## src/rtl/common_dffram_mwmr_pkg.sv

```systemverilog
// Shared constants and size helpers for the multi-write/multi-read DFF RAM.
// Optional build macro: COMMON_DFFRAM_MWMR_BYPASS_EN (write-first read forwarding).
package common_dffram_mwmr_pkg;

  localparam int WR_PORTS_MAX = 4;
  localparam int RD_PORTS_MAX = 8;

  typedef enum logic {
    RDW_READ_FIRST  = 1'b0,
    RDW_WRITE_FIRST = 1'b1
  } rdw_mode_e;

`ifdef COMMON_DFFRAM_MWMR_BYPASS_EN
  localparam rdw_mode_e RDW_MODE = RDW_WRITE_FIRST;
`else
  localparam rdw_mode_e RDW_MODE = RDW_READ_FIRST;
`endif

  function automatic int ram_depth(input int addr_width);
    return 1 << addr_width;
  endfunction

  function automatic int ram_lanes(input int data_width, input int lane_width);
    return data_width / lane_width;
  endfunction

  // Low bit of packed slice idx when every slice is width bits wide.
  function automatic int slice_lo(input int idx, input int width);
    return idx * width;
  endfunction

endpackage

```

## src/rtl/common_dffram_mwmr_if.sv

```systemverilog
// Write/read port bundle for common_dffram_mwmr; all multi-port fields are packed, port p in slice p.
interface common_dffram_mwmr_if
  import common_dffram_mwmr_pkg::*;
#(
  parameter int RAM_DATA_WIDTH = 32,
  parameter int RAM_ADDR_WIDTH = 4,
  parameter int RAM_LANE_WIDTH = 8,
  parameter int WR_PORTS       = 2,
  parameter int RD_PORTS       = 2
);
  localparam int LANES = ram_lanes(RAM_DATA_WIDTH, RAM_LANE_WIDTH);

  logic [WR_PORTS-1:0]                wen;
  logic [WR_PORTS*RAM_ADDR_WIDTH-1:0] waddr;
  logic [WR_PORTS*LANES-1:0]          wstrb;
  logic [WR_PORTS*RAM_DATA_WIDTH-1:0] wdata;
  logic [RD_PORTS-1:0]                ren;
  logic [RD_PORTS*RAM_ADDR_WIDTH-1:0] raddr;
  logic [RD_PORTS*RAM_DATA_WIDTH-1:0] rdata;
  logic [RD_PORTS-1:0]                rvalid;
  logic                               wcollide;

  modport master (
    output wen, waddr, wstrb, wdata, ren, raddr,
    input  rdata, rvalid, wcollide
  );

  modport slave (
    input  wen, waddr, wstrb, wdata, ren, raddr,
    output rdata, rvalid, wcollide
  );

endinterface

```

## src/rtl/common_dffram_lane_wsel.sv

```systemverilog
// Resolves the write requests aimed at one entry lane: highest port index wins,
// and two or more simultaneous requests flag a collision.
module common_dffram_lane_wsel #(
  parameter int WR_PORTS   = 2,
  parameter int LANE_WIDTH = 8
) (
  input  logic [WR_PORTS-1:0]            req_i,
  input  logic [WR_PORTS*LANE_WIDTH-1:0] data_i,
  output logic                           we_o,
  output logic [LANE_WIDTH-1:0]          data_o,
  output logic                           collide_o
);

  logic seen;

  always_comb begin
    we_o      = |req_i;
    data_o    = '0;
    collide_o = 1'b0;
    seen      = 1'b0;
    // Ascending scan so later (higher) ports overwrite earlier winners.
    for (int p = 0; p < WR_PORTS; p++) begin
      if (req_i[p]) begin
        data_o = data_i[p*LANE_WIDTH +: LANE_WIDTH];
        if (seen) begin
          collide_o = 1'b1;
        end
        seen = 1'b1;
      end
    end
  end

endmodule

```

## src/rtl/common_dffram_mwmr.sv

```systemverilog
// Parametrised DFF RAM: WR_PORTS lane-strobed writes, RD_PORTS registered reads, sticky collision flag.
// Define COMMON_DFFRAM_MWMR_BYPASS_EN for write-first forwarding; default is read-first.
module common_dffram_mwmr
  import common_dffram_mwmr_pkg::*;
#(
  parameter int RAM_DATA_WIDTH = 32,
  parameter int RAM_ADDR_WIDTH = 4,
  parameter int RAM_LANE_WIDTH = 8,
  parameter int WR_PORTS       = 2,
  parameter int RD_PORTS       = 2,
  parameter logic [(1<<RAM_ADDR_WIDTH)*RAM_DATA_WIDTH-1:0] RAM_RESET_VALUE = '0
) (
  input logic                  clk,
  input logic                  rst_n,
  common_dffram_mwmr_if.slave  bus
);

  localparam int DEPTH = ram_depth(RAM_ADDR_WIDTH);
  localparam int LANES = ram_lanes(RAM_DATA_WIDTH, RAM_LANE_WIDTH);
  localparam int DW    = RAM_DATA_WIDTH;
  localparam int AW    = RAM_ADDR_WIDTH;
  localparam int LW    = RAM_LANE_WIDTH;

  logic [DEPTH*DW-1:0]    mem_q;
  logic [DEPTH*DW-1:0]    mem_d;
  logic [DEPTH*LANES-1:0] lane_collide;
  logic [DW-1:0]          mem_q_view [DEPTH];
  logic [DW-1:0]          rd_src     [RD_PORTS];

  logic [RD_PORTS*DW-1:0] rdata_q, rdata_d;
  logic [RD_PORTS-1:0]    rvalid_q, rvalid_d;
  logic                   wcollide_q, wcollide_d;

  for (genvar gi = 0; gi < DEPTH; gi++) begin : g_entry
    for (genvar gl = 0; gl < LANES; gl++) begin : g_lane
      logic [WR_PORTS-1:0]    req;
      logic [WR_PORTS*LW-1:0] lane_data;
      logic                   lane_we;
      logic [LW-1:0]          lane_wd;

      for (genvar gp = 0; gp < WR_PORTS; gp++) begin : g_port
        assign req[gp] = bus.wen[gp]
                       & bus.wstrb[gp*LANES + gl]
                       & (bus.waddr[gp*AW +: AW] == AW'(gi));
        assign lane_data[gp*LW +: LW] = bus.wdata[gp*DW + gl*LW +: LW];
      end

      common_dffram_lane_wsel #(
        .WR_PORTS   (WR_PORTS),
        .LANE_WIDTH (LW)
      ) u_wsel (
        .req_i     (req),
        .data_i    (lane_data),
        .we_o      (lane_we),
        .data_o    (lane_wd),
        .collide_o (lane_collide[gi*LANES + gl])
      );

      assign mem_d[gi*DW + gl*LW +: LW] = lane_we ? lane_wd : mem_q[gi*DW + gl*LW +: LW];
    end

    assign mem_q_view[gi] = mem_q[slice_lo(gi, DW) +: DW];
  end

`ifdef COMMON_DFFRAM_MWMR_BYPASS_EN
  // mem_d is already the lane-merged, priority-resolved post-edge image.
  logic [DW-1:0] mem_d_view [DEPTH];
  for (genvar gi = 0; gi < DEPTH; gi++) begin : g_fwd_view
    assign mem_d_view[gi] = mem_d[slice_lo(gi, DW) +: DW];
  end
  for (genvar gi = 0; gi < RD_PORTS; gi++) begin : g_rd_src
    assign rd_src[gi] = mem_d_view[bus.raddr[gi*AW +: AW]];
  end
`else
  for (genvar gi = 0; gi < RD_PORTS; gi++) begin : g_rd_src
    assign rd_src[gi] = mem_q_view[bus.raddr[gi*AW +: AW]];
  end
`endif

  always_comb begin
    rdata_d    = rdata_q;
    rvalid_d   = bus.ren;
    wcollide_d = wcollide_q | (|lane_collide);
    for (int q = 0; q < RD_PORTS; q++) begin
      if (bus.ren[q]) begin
        rdata_d[q*DW +: DW] = rd_src[q];
      end
    end
  end

  always_ff @(posedge clk or negedge rst_n) begin
    if (!rst_n) begin
      mem_q      <= RAM_RESET_VALUE;
      rdata_q    <= '0;
      rvalid_q   <= '0;
      wcollide_q <= 1'b0;
    end else begin
      mem_q      <= mem_d;
      rdata_q    <= rdata_d;
      rvalid_q   <= rvalid_d;
      wcollide_q <= wcollide_d;
    end
  end

  assign bus.rdata    = rdata_q;
  assign bus.rvalid   = rvalid_q;
  assign bus.wcollide = wcollide_q;

endmodule

```

## src/flat_wrapper.sv

```systemverilog
// flat-port wrapper written by rule: the top's interface ports become plain ports
module common_dffram_mwmr_flat import common_dffram_mwmr_pkg::*;
#(
  parameter int RAM_DATA_WIDTH = 32,
  parameter int RAM_ADDR_WIDTH = 4,
  parameter int RAM_LANE_WIDTH = 8,
  parameter int WR_PORTS       = 2,
  parameter int RD_PORTS       = 2,
  parameter logic [(1<<RAM_ADDR_WIDTH)*RAM_DATA_WIDTH-1:0] RAM_RESET_VALUE = '0
)
  (clk, rst_n, bus_wen, bus_waddr, bus_wstrb, bus_wdata, bus_ren, bus_raddr, bus_rdata, bus_rvalid, bus_wcollide);
  common_dffram_mwmr_if #(.RAM_DATA_WIDTH(RAM_DATA_WIDTH), .RAM_ADDR_WIDTH(RAM_ADDR_WIDTH), .RAM_LANE_WIDTH(RAM_LANE_WIDTH), .WR_PORTS(WR_PORTS), .RD_PORTS(RD_PORTS)) bus_i ();
  input logic clk;
  input logic rst_n;
  input wire logic [$bits(bus_i.wen)-1:0] bus_wen;
  input wire logic [$bits(bus_i.waddr)-1:0] bus_waddr;
  input wire logic [$bits(bus_i.wstrb)-1:0] bus_wstrb;
  input wire logic [$bits(bus_i.wdata)-1:0] bus_wdata;
  input wire logic [$bits(bus_i.ren)-1:0] bus_ren;
  input wire logic [$bits(bus_i.raddr)-1:0] bus_raddr;
  output wire logic [$bits(bus_i.rdata)-1:0] bus_rdata;
  output wire logic [$bits(bus_i.rvalid)-1:0] bus_rvalid;
  output wire logic [$bits(bus_i.wcollide)-1:0] bus_wcollide;
  assign bus_i.wen = bus_wen;
  assign bus_i.waddr = bus_waddr;
  assign bus_i.wstrb = bus_wstrb;
  assign bus_i.wdata = bus_wdata;
  assign bus_i.ren = bus_ren;
  assign bus_i.raddr = bus_raddr;
  assign bus_rdata = bus_i.rdata;
  assign bus_rvalid = bus_i.rvalid;
  assign bus_wcollide = bus_i.wcollide;
  common_dffram_mwmr #(.RAM_DATA_WIDTH(RAM_DATA_WIDTH), .RAM_ADDR_WIDTH(RAM_ADDR_WIDTH), .RAM_LANE_WIDTH(RAM_LANE_WIDTH), .WR_PORTS(WR_PORTS), .RD_PORTS(RD_PORTS), .RAM_RESET_VALUE(RAM_RESET_VALUE)) u_core (.clk(clk), .rst_n(rst_n), .bus(bus_i));
endmodule
```

## config.mk

```make
export PLATFORM = sky130hd
export DESIGN_NAME = common_dffram_mwmr_flat
export DESIGN_NICKNAME = d
export VERILOG_FILES = /design/src/rtl/common_dffram_mwmr_pkg.sv /design/src/rtl/common_dffram_mwmr_if.sv /design/src/rtl/common_dffram_lane_wsel.sv /design/src/rtl/common_dffram_mwmr.sv /design/src/flat_wrapper.sv
export SDC_FILE = /design/constraint.sdc
export NUM_CORES = 1
export LEC_CHECK = 0
export BUFFER_PORTS_ARGS = -buffer_cell sky130_fd_sc_hd__buf_2
export CORE_AREA = 8 8 324 326
export CTS_BUF_LIST = sky130_fd_sc_hd__clkbuf_2 sky130_fd_sc_hd__clkbuf_4 sky130_fd_sc_hd__clkbuf_8
export CTS_CLUSTER_SIZE = 30
export DETAILED_ROUTE_END_ITERATION = 6
export DIE_AREA = 0 0 332 334
export SLEW_MARGIN = 25
export SYNTH_ARGS = -nofsm -noshare
export SYNTH_HDL_FRONTEND = slang
export SYNTH_SLANG_ARGS = --single-unit
```

## constraint.sdc

```tcl
create_clock -name clk -period 2.2 [get_ports clk]
set_input_delay 0 -clock clk [delete_from_list [all_inputs] [get_ports clk]]
set_output_delay 0 -clock clk [all_outputs]
set_load 0.05 [all_outputs]
```

==> results.md <==
* Slew Limit Fails at 0
* Top post-synthesis cells by area: dfrtp_1, mux4_2, mux2i_1
* Clock slew at reported path FFs at 0.06 ns
* Synth Net Count at 3143
* H-tree Lvls at 3
* GRT Total Usage at 21.8%
* Worst setup SP type: input pin
* Avg Cell Area, Syn at between 10 and 15 um^2
* Yosys warns at 0
* Clock root buffer: clkbuf_8
* Max_slew headroom at 40.2%
* Clk_lat worst skew at 0.73 ns
* Top-area cell type share of the netlist area at 41.7%
* Largest net degree at the start of global routing at 82
* I/O pins at around 160
* Min-Delay Path Class: in2reg
* Die X at 332 um
* Avg Vias per Cell at 5.71
* Vias at ~27000
* Kind of critical path: in2reg
* Sequential share of the synthesized area at a little over two fifths
* Ys async rst share at 100%
* Synth Flop Type: dfrtp_1
* DRC at 0
* Initial antenna violation count at 16
* DRT iter0 DRCs at roughly 3000
* Total routed wirelength at 124000 um
* Fin Clk Skew at 0.0410 ns
* Period utilization at 87.6%
* Min Tclk post-route at 1.93 ns
* Core area at 0.0996 mm^2
* Crit Path Max Fanout at 15
* Reg2reg end: u_core.bus.rdata[0]
* Number of synthesized flops with an enable pin at 0
* TritonCTS clock tree: done
* Routed WL per cell at 26.1 um
* Detail Route Antenna Nets at 0
* Synth top cells by count: dfrtp_1, mux2i_1, nand2_1
* Status: finished, final reports clean
* Final setup vio count at 0
* Cts repair resizes at 0
* Critical hold path startpoint: bus_raddr[0]
* Unrepaired setup endpoints after global routing: false
* Worst Hold End: u_core.bus.rdata[25]
* Fmax achieved at 519 MHz
* Cells after synthesis at 3049
* Clock tree sinks at between 500 and 600
* CP endpoint kind: register
* Fillcell total at between 9000 and 10000
* Routability cong. at 0.939
* Post-synth cell types at 39
* Detail Placement HPWL at 79400 um
* Dominant cell type by area after synthesis: dfrtp_1
* Count leader, synth: dfrtp_1
* Starting Density at 34.9%
* Max-Cap Viols at 0
* Area Overhead vs Synth at 19.4%
* Hold Path Stages at 4
* IO Port Bufs at 160
* Cell Rows at ~120
* Gr ovfl total at 0
* Final hold violations at 0
* Worst VDD drop at 0.495 mV
* First-pass GRT wire length at between 150000 and 200000 um
* Crit path DAT at 2.54 ns
* R2R setup slack at 0.31 ns
* DIE AREA at 0.111 mm^2
* Setup ws final at 0.272 ns
* R2R cell count at 3
* Layout cells sized above 1 at 29.1%
* #FFs+latches synth at approximately 580
* Power Dens Cells at between 900 and 1000 mW/mm^2
* RR Startpoint: u_core.mem_q[352]
* CTS Buf Count at 104
* Fin Setup TNS at 0 ns
* Die Y at 334 um
* Vias in the first global route at 27372
* Pleak at 17.8 nW
* Place WS at 0.121 ns
* Least-Margin Pin Slew at 0.894 ns
* Clock Tree Buf Depth at 3
* Worst EP required at 2.81 ns
* Pre-Repair DR Iteration Count at 6
* Fin nets at 3448
* Mapped cell area at 0.0347 mm^2
==> cell families (layout without fill, tap and decap cells) <==
family / after synthesis / after routing / share of synthesized area [%]
buf+inv: 296 / 678 / 3.62
other cells: 0 / 11 / 0
simple gates: 734 / 734 / 8.93
compound gates: 546 / 546 / 8.19
mux: 894 / 894 / 37.5
flops: 579 / 579 / 41.7
==> worst max path at each step <==
stage	startpoint	slack, ns	endpoint	cells past startpoint
6_report	bus_waddr[1]	0.27	u_core.mem_q[166]	8
5_1_grt	bus_waddr[1]	0.30	u_core.mem_q[348]	7
4_1_cts	u_core.mem_q[352]	0.34	u_core.bus.rdata[0]	3
3_5_place_dp	bus_waddr[5]	0.12	u_core.mem_q[355]	7
3_3_place_gp	bus_waddr[5]	0.09	u_core.mem_q[356]	7
2_1_floorplan	bus_raddr[5]	0.35	u_core.bus.rdata[43]	5
==> state kept, by name, indices dropped and copies added, names as in the netlist <==
register,cells
u_core.mem_q,512
u_core.bus.rdata,64
u_core.bus.rvalid,2
u_core.bus.wcollide,1
==> report_power, final <==
part	internal, mW	switching (mW)	total, mW	leakage (nW)
logic	5.38	5.31	10.7	9.46
clock network	6.20	4.82	11.0	1.19
registers	13.6	2.39	16.0	7.13
total	25.2	12.5	37.7	17.8
==> metrics by stage <==
step                area (um^2)  hold slack, ns  power, mW  instances  util (%)
floorplan                 34700          -0.296       23.1       3049         -
global placement          38100         -0.0501       26.2       4440      38.3
detailed placement        38100         -0.0442       26.5       4440      38.3
CTS                       41400          0.0299       37.9       4729      41.6
global route              41400          0.0595       39.6       4732      41.6
finish                    41400          0.0844       37.7       4740      41.6
==> critical path: stages <==
cell           delay, ns
buf_2               0.19
nand2b_1            0.28
nor2_1              0.74
nand2_1             0.21
buf_4               0.29
mux2i_1             0.20
o21ai_0             0.08
dlygate4sd3_1       0.56
==> area by class of cell <==
cell class / count / area [um^2] / area share (%)
inverter: 11 / 41.3 / 0.0996
clock buffer: 170 / 2080 / 5.03
timing repair buffer: 484 / 3940 / 9.51
tap: 1298 / 1620 / 3.92
multi-input combinational: 2174 / 19100 / 46.0
antenna: 11 / 27.5 / 0.0664
clock inverter: 13 / 158 / 0.380
sequential: 579 / 14500 / 35.0
==> placed cells by master (no fill, tap or decap), types with 20 or more instances in the layout <==
cell type and count:
clkbuf_8 129, dfrtp_1 579, nor2_1 212, nand2_1 417, a21oi_1 162, buf_4 188
dlygate4sd3_1 105, mux2_2 64, a32oi_1 20, buf_2 154, mux4_2 320, o21ai_0 351
clkbuf_4 41, mux2i_1 510, buf_12 32
==> what timing repair did <==
| action | 4_1_cts | 5_1_grt |
|---|---|---|
| hold endpoints to repair | 1157 | 0 |
| hold buffers | 106 | 0 |
| buffers inserted | 0 | 0 |
==> per-layer routing <==
metal	share of wire (%)	GRT usage [%]	up-vias
li1	-	-	11886
met1	42	29.1	13643
met2	46	34.3	1247
met3	9.3	6.26	276
met4	3.3	7.01	8
met5	0.044	0	-
No activity file was read; power rests on OpenSTA's default activity.
